==> src/rtl/io_bus_arbiter.sv <==
// -----------------------------------------------------------------------------
// io_bus_arbiter
//
// Two-master round-robin arbiter in front of the single memory-mapped I/O
// slave port (switches, LEDs, two 7-segment displays). Master 0 is the CPU
// data port and master 1 is the UART debug bridge.
//
// Every transaction takes three cycles: IDLE (request sampled), ACCESS
// (slave driven, read data captured) and DONE (ack pulse). Only one
// transaction reaches the slave at a time. The slave write enable is high
// for exactly the one ACCESS cycle of a write.
//
// Ports
//   clk                    system clock, rising edge
//   reset                  asynchronous, active-high reset
//   m0_req / m1_req        master i requests a transaction
//   m0_we  / m1_we         1 = write, 0 = read
//   m0_a   / m1_a          transaction address (AW bits)
//   m0_wd  / m1_wd         write data (DW bits)
//   m0_funct3 / m1_funct3  access size/type, forwarded to the slave unchanged
//   m0_ack / m1_ack        one-cycle completion pulse, registered
//   m0_rd  / m1_rd         registered read data, held until that master's next access
//   s_we, s_a, s_wd, s_funct3  slave request, driven only during ACCESS
//   s_rd                   slave combinational read data
//   busy                   high while a transaction is in flight, registered
// -----------------------------------------------------------------------------
module io_bus_arbiter #(
   parameter int AW = 32,
   parameter int DW = 32
) (
   input  logic          clk,
   input  logic          reset,
   // master 0: CPU data port
   input  logic          m0_req,
   input  logic          m0_we,
   input  logic [AW-1:0] m0_a,
   input  logic [DW-1:0] m0_wd,
   input  logic [2:0]    m0_funct3,
   output logic          m0_ack,
   output logic [DW-1:0] m0_rd,
   // master 1: UART debug bridge
   input  logic          m1_req,
   input  logic          m1_we,
   input  logic [AW-1:0] m1_a,
   input  logic [DW-1:0] m1_wd,
   input  logic [2:0]    m1_funct3,
   output logic          m1_ack,
   output logic [DW-1:0] m1_rd,
   // shared slave port
   output logic          s_we,
   output logic [AW-1:0] s_a,
   output logic [DW-1:0] s_wd,
   output logic [2:0]    s_funct3,
   input  logic [DW-1:0] s_rd,
   // status
   output logic          busy
);

   typedef enum logic [1:0] {
      IDLE   = 2'd0,
      ACCESS = 2'd1,
      DONE   = 2'd2
   } state_t;

   state_t        state_q;
   logic          last_q;      // index of the master granted most recently
   logic          sel_q;       // index of the master owning the current transaction
   logic          m0_ack_q;
   logic          m1_ack_q;
   logic [DW-1:0] m0_rd_q;
   logic [DW-1:0] m1_rd_q;
   logic          busy_q;

   logic          req_any_s;
   logic          grant_d;     // winner if a transaction starts this cycle

   // Round-robin pick: on a tie the master that did not win last time goes.
   always_comb begin
      req_any_s = m0_req | m1_req;
      grant_d   = 1'b0;
      if (m0_req && m1_req) begin
         grant_d = ~last_q;
      end else if (m1_req) begin
         grant_d = 1'b1;
      end else begin
         grant_d = 1'b0;
      end
   end

   // Transaction FSM with its registered outputs (acks, read data, busy).
   always_ff @(posedge clk or posedge reset) begin
      if (reset) begin
         state_q  <= IDLE;
         last_q   <= 1'b1;         // master 0 wins the first tie
         sel_q    <= 1'b0;
         m0_ack_q <= 1'b0;
         m1_ack_q <= 1'b0;
         m0_rd_q  <= {DW{1'b0}};
         m1_rd_q  <= {DW{1'b0}};
         busy_q   <= 1'b0;
      end else begin
         case (state_q)
            IDLE: begin
               m0_ack_q <= 1'b0;
               m1_ack_q <= 1'b0;
               if (req_any_s) begin
                  sel_q   <= grant_d;
                  last_q  <= grant_d;
                  busy_q  <= 1'b1;
                  state_q <= ACCESS;
               end else begin
                  busy_q  <= 1'b0;
                  state_q <= IDLE;
               end
            end
            ACCESS: begin
               // Read data is captured on writes as well; the master simply
               // ignores it. The ack register rises so it is high during DONE.
               if (sel_q) begin
                  m1_rd_q  <= s_rd;
                  m1_ack_q <= 1'b1;
               end else begin
                  m0_rd_q  <= s_rd;
                  m0_ack_q <= 1'b1;
               end
               busy_q  <= 1'b1;
               state_q <= DONE;
            end
            DONE: begin
               m0_ack_q <= 1'b0;
               m1_ack_q <= 1'b0;
               busy_q   <= 1'b0;
               state_q  <= IDLE;
            end
            default: begin
               m0_ack_q <= 1'b0;
               m1_ack_q <= 1'b0;
               busy_q   <= 1'b0;
               state_q  <= IDLE;
            end
         endcase
      end
   end

   // Slave port mux: only the selected master is visible, and only in ACCESS.
   // Because state_q resets asynchronously, a reset during ACCESS drops s_we
   // at once and no partial write can follow.
   always_comb begin
      s_we     = 1'b0;
      s_a      = {AW{1'b0}};
      s_wd     = {DW{1'b0}};
      s_funct3 = 3'b000;
      if (state_q == ACCESS) begin
         if (sel_q) begin
            s_we     = m1_we;
            s_a      = m1_a;
            s_wd     = m1_wd;
            s_funct3 = m1_funct3;
         end else begin
            s_we     = m0_we;
            s_a      = m0_a;
            s_wd     = m0_wd;
            s_funct3 = m0_funct3;
         end
      end else begin
         s_we     = 1'b0;
         s_a      = {AW{1'b0}};
         s_wd     = {DW{1'b0}};
         s_funct3 = 3'b000;
      end
   end

   assign m0_ack = m0_ack_q;
   assign m1_ack = m1_ack_q;
   assign m0_rd  = m0_rd_q;
   assign m1_rd  = m1_rd_q;
   assign busy   = busy_q;

endmodule

==> config.mk <==
export PLATFORM = sky130hd
export DESIGN_NAME = io_bus_arbiter
export DESIGN_NICKNAME = d
export VERILOG_FILES = /design/src/rtl/io_bus_arbiter.sv
export SDC_FILE = /design/constraint.sdc
export NUM_CORES = 1
export LEC_CHECK = 0
export CAP_MARGIN = 5
export CORE_AREA = 2 2 119 121
export CTS_BUF_LIST = sky130_fd_sc_hd__clkbuf_4 sky130_fd_sc_hd__clkbuf_8
export CTS_CLUSTER_DIAMETER = 40
export DETAILED_ROUTE_END_ITERATION = 10
export DIE_AREA = 0 0 121 123
export PLACE_DENSITY = 0.7
export SYNTH_ARGS = -nofsm -noshare
export SYNTH_HDL_FRONTEND = slang
export SYNTH_SLANG_ARGS = --single-unit
==> constraint.sdc <==
create_clock -name clk -period 2.7 [get_ports clk]
set_input_delay 0.675 -clock clk [delete_from_list [all_inputs] [get_ports clk]]
set_output_delay 0.675 -clock clk [all_outputs]
set_load 0.1 [all_outputs]
==> run metrics, run 1 <==
status completed; Critical Path Stages 4; type of destination of the critical path output pin; clock sink count 71; root buf cell clkbuf_8; highest clock rate 394 MHz; r2r worst-path depth 4; Avg Vias per Cell 4.41; Die Y 123 um; main combinational cell family by area after synthesis multiplexers; Synth Area in Compound Gates 0.00814; number of max-cap violations 0; grt ovf 0; Synth Area in XOR/XNOR 0; via count 3524; endpoints failing hold 0; Core Area 13600 um^2; Simple-Gate Fraction of Synth Area 0.0892; die width 121 um; Slew HR 0.693; RSZ-0062 raised after global routing no; post-synthesis net count 483; Clock Path Buffers 2; total length of routed met2 wires 7.12 mm; CTS buffer count 9; DIE AREA 14900 um^2; most instantiated cells after synthesis nor2_1 (72), dfrtp_1 (70), mux2i_1 (68), mux2_2 (62), buf_2 (14); Netlist cell types 22; GP Congestion 0.800; most used cell, CP buf_12; CP arrival 1.86 ns; worst-path cell chain nand2b_2 > buf_12 > nor2_1 > buf_12; TritonCTS clock tree done; TritonRoute pass-1 iters 4; post-synth top area cell dfrtp_1; Final Cell Area 7660 um^2; Yosys reg bits 71; Antenna Nets Post-Route 0; ANT cells 0; Required @ worst endpoint 2.03 ns; Synth Area per Inst 11.9 um^2; adder-cell share of the synthesized area 0; Hold Path Class reg -> reg; H-tree Lvls 3; clock slew at reported path FFs 0.07 ns; multiplexer share of the synthesized area 0.380; Initial Util 0.271; top-count cell post-synth nor2_1; skew final 0.00506 ns; RR Startpoint sel_q$_DFFE_PP0P_; Crit-path slowest cell dfrtp_1; WL met1 5.15 mm; Initial DRC Count 123; FP Rows 43; Util after Layout 0.563; synth top area cells dfrtp_1 (48%), mux2_2 (19%), mux2i_1 (18%), nor2_1 (7.3%), buf_2 (1.9%); critical path buffer and inverter count 2; Final HPWL DP 11.3 mm; CP Launch Type flip-flop; Ys Warns 0; Worst path max stage delay 0.46 ns; Worst Setup SP state_q[1]$_DFF_PP0_; Buffers on Ports 306; worst reg2reg endpoint m0_rd[27]$_DFFE_PP0P_; post-CTS setup repair buffer count 0; # IOs 307; EDFF count, synth 0; ys async rst share 1.00; Worst path top cell family by delay simple AND/OR/NAND/NOR gates; initial antenna violation count 0; WL met3 874 um; vias in the first global route 3708; Area Overhead vs Synth 108%; Syn Inst Count 311; Seq/Total Area, Yosys 0.482; total track usage 0.174; drt total wl 13.3 mm; Tmin final 2.54 ns; Worst Setup EP s_a[25]; number of nets in the layout 787; Yosys top cell area share 0.475; Top FF cell, synth dfrtp_1; Max Used Layer met4; Slew Limit Fails 0; routed wire length per instance 16.6 um; Placement Cell Area 7470 um^2; Post-Syn Area 3690 um^2; share of post-route cells with drive strength above 1 0.368; fin crit share 0.941; largest net degree at the start of global routing 43; critical-path maximum fanout 42; CTS hold repair buffers 0; Tightest Pin Transition 0.460 ns; Skew-Pair Late Insertion Delay 0.34 ns; # DRC 0; first-pass GRT wire length 20.0 mm; Crit Path Category reg -> out; Finish-stage setup viols 0; worst reg2reg setup slack 0.70 ns; # resized after CTS 0
## stage by stage
stage	instances	setup TNS [ns]	hold slack (ns)	setup slack (ns)
floorplan	311	-9.80	0.501	-0.144
global placement	784	0	0.474	0.351
detailed placement	784	0	0.484	0.339
CTS	800	0	0.506	0.124
global route	800	0	0.526	0.0190
finish	800	0	0.501	0.161
## worst min path at each step
stage,to,slack [ns],cells after the start,startpoint
final,m0_rd[25]$_DFFE_PP0P_,0.50,1,m0_rd[25]$_DFFE_PP0P_
after global routing,m0_rd[7]$_DFFE_PP0P_,0.53,1,m0_rd[7]$_DFFE_PP0P_
after CTS,m1_ack$_DFFE_PP0N_,0.51,2,m1_ack$_DFFE_PP0N_
after detailed placement,m1_ack$_DFFE_PP0N_,0.48,2,m1_ack$_DFFE_PP0N_
after global placement,m0_rd[25]$_DFFE_PP0P_,0.47,1,m0_rd[25]$_DFFE_PP0P_
after floorplan,last_q$_DFFE_PP1P_,0.50,1,last_q$_DFFE_PP1P_
## cells by family after synthesis
kind of cell | Yosys count
mux | 132
flops | 71
compound gates | 4
simple gates | 79
buf+inv | 25
## worst register-to-register path, stage by stage, from the launching register on
cell and delay [ns]:
dfrtp_4 0.64, buf_12 0.23, nor3b_4 0.16, buf_4 0.41, mux2_2 0.43
## per-layer routing
metal	track usage	up-vias
met5	0	-
met4	0.0465	0
met3	0.0374	13
met2	0.311	163
met1	0.213	1658
li1	-	1690
## layout make-up
class | count | area [um^2]
Clock buffer | 13 | 166
Clock inverter | 3 | 17.5
Tap cell | 180 | 225
Timing Repair Buffer | 315 | 3690
Fill cell | 1164 | 5950
Multi-Input combinational cell | 215 | 1760
Inverter | 3 | 11.3
Sequential cell | 71 | 1780
## cell usage in the layout, fill, tap and decap left out
master,Yosys,routed
a21o_1,1,1
a21oi_1,1,1
a32o_1,1,1
buf_12,0,72
buf_4,4,72
clkbuf_4,0,2
clkbuf_8,0,11
clkdlybuf4s50_1,0,171
clkinv_2,0,2
clkinvlp_4,0,1
dfrtp_1,70,69
dfrtp_4,0,1
dfstp_2,1,1
inv_1,3,2
inv_2,0,1
mux2_1,2,2
mux2_2,62,62
mux2i_1,68,68
nand2_1,1,1
nand2b_2,0,1
nand3b_1,1,1
nor2_1,72,72
nor3_1,1,1
nor3b_4,1,1
nor4b_1,1,1
o21a_1,1,1
or3b_2,1,1
## state kept, by name (all words and copies together), names as in the netlist
| register | flops |
|---|---|
| m0_ack | 1 |
| last_q | 1 |
| m1_rd | 32 |
| m1_ack | 1 |
| busy | 1 |
| state_q | 2 |
| m0_rd | 32 |
| sel_q | 1 |
Power of run 1 is not shown: default switching activity piles up to over one toggle a cycle in this logic, so the estimate is an artifact.
==> run 2: changes to the inputs <==
==> constraint.sdc (replaced) <==
create_clock -name clk -period 2.8 [get_ports clk]
set_input_delay 0.7 -clock clk [delete_from_list [all_inputs] [get_ports clk]]
set_output_delay 0.7 -clock clk [all_outputs]
set_load 0.1 [all_outputs]
==> run 2 against run 1 <==
  * Wire length down 1.2%
  * Non-clock buffer count is 1 higher
  * Die area unchanged
  * Utilization is 0.10 points higher
  * Largest cell class unchanged
==> run metrics, run 2 (synthesis results as in run 1) <==
Slew HR 0.668 (-0.0256); Initial DRC Count 122 (-0.81%); Die Y 123 um (unchanged); placed cells 785 (+0.13%); Antenna Nets Post-Route 0 (unchanged); CP arrival 1.89 ns (+0.03 ns); DIE AREA 14900 um^2 (unchanged); Core Area 13600 um^2 (unchanged); GR peak layer met2; status completed; most frequent cells in the layout clkdlybuf4s50_1 (171), buf_4 (73), nor2_1 (72), buf_12 (72), dfrtp_1 (69); fin crit share 0.925; Hold Path End m0_rd[25]$_DFFE_PP0P_; via count 3531 (+0.20%); GP Congestion 0.775 (-3.1%); largest net degree at the start of global routing 43 (unchanged); worst hold path depth 1 (unchanged); post-CTS setup repair buffer count 0 (unchanged); RSZ-0062 raised after global routing no; # DRC 0 (unchanged); Hold Crit Start m0_rd[25]$_DFFE_PP0P_; critical-path maximum fanout 28 (-33%); Initial Util 0.271 (unchanged); TritonRoute pass-1 iters 4 (unchanged); total track usage 0.170 (-0.00468); Finish-stage setup viols 0 (unchanged); clock sink count 71 (unchanged); ANT cells 0 (unchanged); TritonCTS clock tree done; r2r worst-path depth 4 (unchanged); die width 121 um (unchanged); CTS hold repair buffers 0 (unchanged); # resized after CTS 0 (unchanged); Slew Limit Fails 0 (unchanged); root buf cell clkbuf_8; clock slew at reported path FFs 0.07 ns (about the same); Crit Path Category reg -> out; FP Rows 43 (unchanged); Buffers on Ports 306 (unchanged); routed wire length per instance 16.4 um (-1.1%); most common cell after layout, fill and taps aside clkdlybuf4s50_1; Final Non-Filler Cells 799 (-0.13%); Tightest Pin Transition 0.498 ns (+0.0384 ns); highest clock rate 386 MHz; GR Layer Usage met2 0.295 (-0.0162); CTS buffer count 9 (unchanged); routing usage on met1 0.205 (-0.00796); number of max-cap violations 0 (unchanged); CP Launch Type flip-flop; Required @ worst endpoint 2.10 ns (+0.07 ns); worst reg2reg endpoint m0_rd[1]$_DFFE_PP0P_; skew final 0.00865 ns (+0.00358 ns); Final HPWL DP 11.2 mm (-0.95%); worst reg2reg setup slack 0.75 ns (+0.05 ns); endpoints failing hold 0 (unchanged); first-pass GRT wire length 19.4 mm (-3.1%); Clock Path Buffers 2 (unchanged); drt total wl 13.1 mm (-1.2%); M3 GR Usage 0.0360 (-0.00138); Skew-Pair Late Insertion Delay 0.33 ns (about the same); # IOs 307 (unchanged); Fillers 1159 (-0.43%); share of post-route cells with drive strength above 1 0.367 (-0.00102); number of nets in the layout 788 (+0.13%); Tmin final 2.59 ns; RR Startpoint sel_q$_DFFE_PP0P_; type of destination of the critical path output pin; vias in the first global route 3671 (-1.0%); Avg Vias per Cell 4.42 (+0.32%); Area Overhead vs Synth 108%; Hold Path Class reg -> reg; initial antenna violation count 0 (unchanged); H-tree Lvls 3 (unchanged); grt ovf 0 (unchanged)
## run 2: changes by cell type in the layout (fill, tap and decap cells not counted), sizes merged
cell and delta:
bufinv +1, buf +1, clkinv -2, clkinvlp -1
## run 2: how the worst max path moves through the flow
| stage | endpoint | from | slack (ns) | cells past startpoint |
|---|---|---|---|---|
| floorplan | s_a[0] | state_q[1]$_DFF_PP0_ | -0.07 | 4 |
| global placement | s_a[29] | m1_a[29] | 0.40 | 4 |
| detailed placement | s_a[29] | m1_a[29] | 0.39 | 4 |
| CTS | s_a[15] | sel_q$_DFFE_PP0P_ | 0.19 | 4 |
| global route | s_a[26] | state_q[1]$_DFF_PP0_ | 0.09 | 4 |
| finish | s_a[15] | sel_q$_DFFE_PP0P_ | 0.21 | 4 |
## run 2: final cells by class
| class | instances | area [um^2] | area share |
|---|---|---|---|
| clock inverters | 1 | 30.0 | 0.00391 |
| repair buffers | 316 | 3700 | 0.482 |
| well taps | 180 | 225 | 0.0294 |
| flip-flops and latches | 71 | 1780 | 0.232 |
| inverters | 3 | 11.3 | 0.00147 |
| clock buffers | 13 | 160 | 0.0209 |
| multi-input cells | 215 | 1760 | 0.230 |
## run 2: per-layer routing
| layer | vias to the layer above | share of wire |
|---|---|---|
| li1 | 1677 | - |
| met1 | 1666 | 0.39 |
| met2 | 169 | 0.52 |
| met3 | 19 | 0.066 |
| met4 | 0 | 0.028 |
| met5 | - | 0 |
## run 2: per-stage QoR
stage,TNS [ns],cell area [um^2],hold WS [ns],worst slack (ns),util
final,0,7670,0.496,0.210,0.564
after global routing,0,7670,0.522,0.0941,0.564
after CTS,0,7670,0.504,0.189,0.564
after detailed placement,0,7480,0.487,0.393,0.550
after global placement,0,7480,0.475,0.397,0.550
after floorplan,-4.70,3690,0.501,-0.0691,-
## run 2: worst max-delay path, cell delays in order, from the launching register on
cell,delay (ns)
dfrtp_4,0.74
buf_12,0.26
mux2i_1,0.25
nor2_1,0.10
buf_12,0.17
Power of run 2 is left out for the same reason.
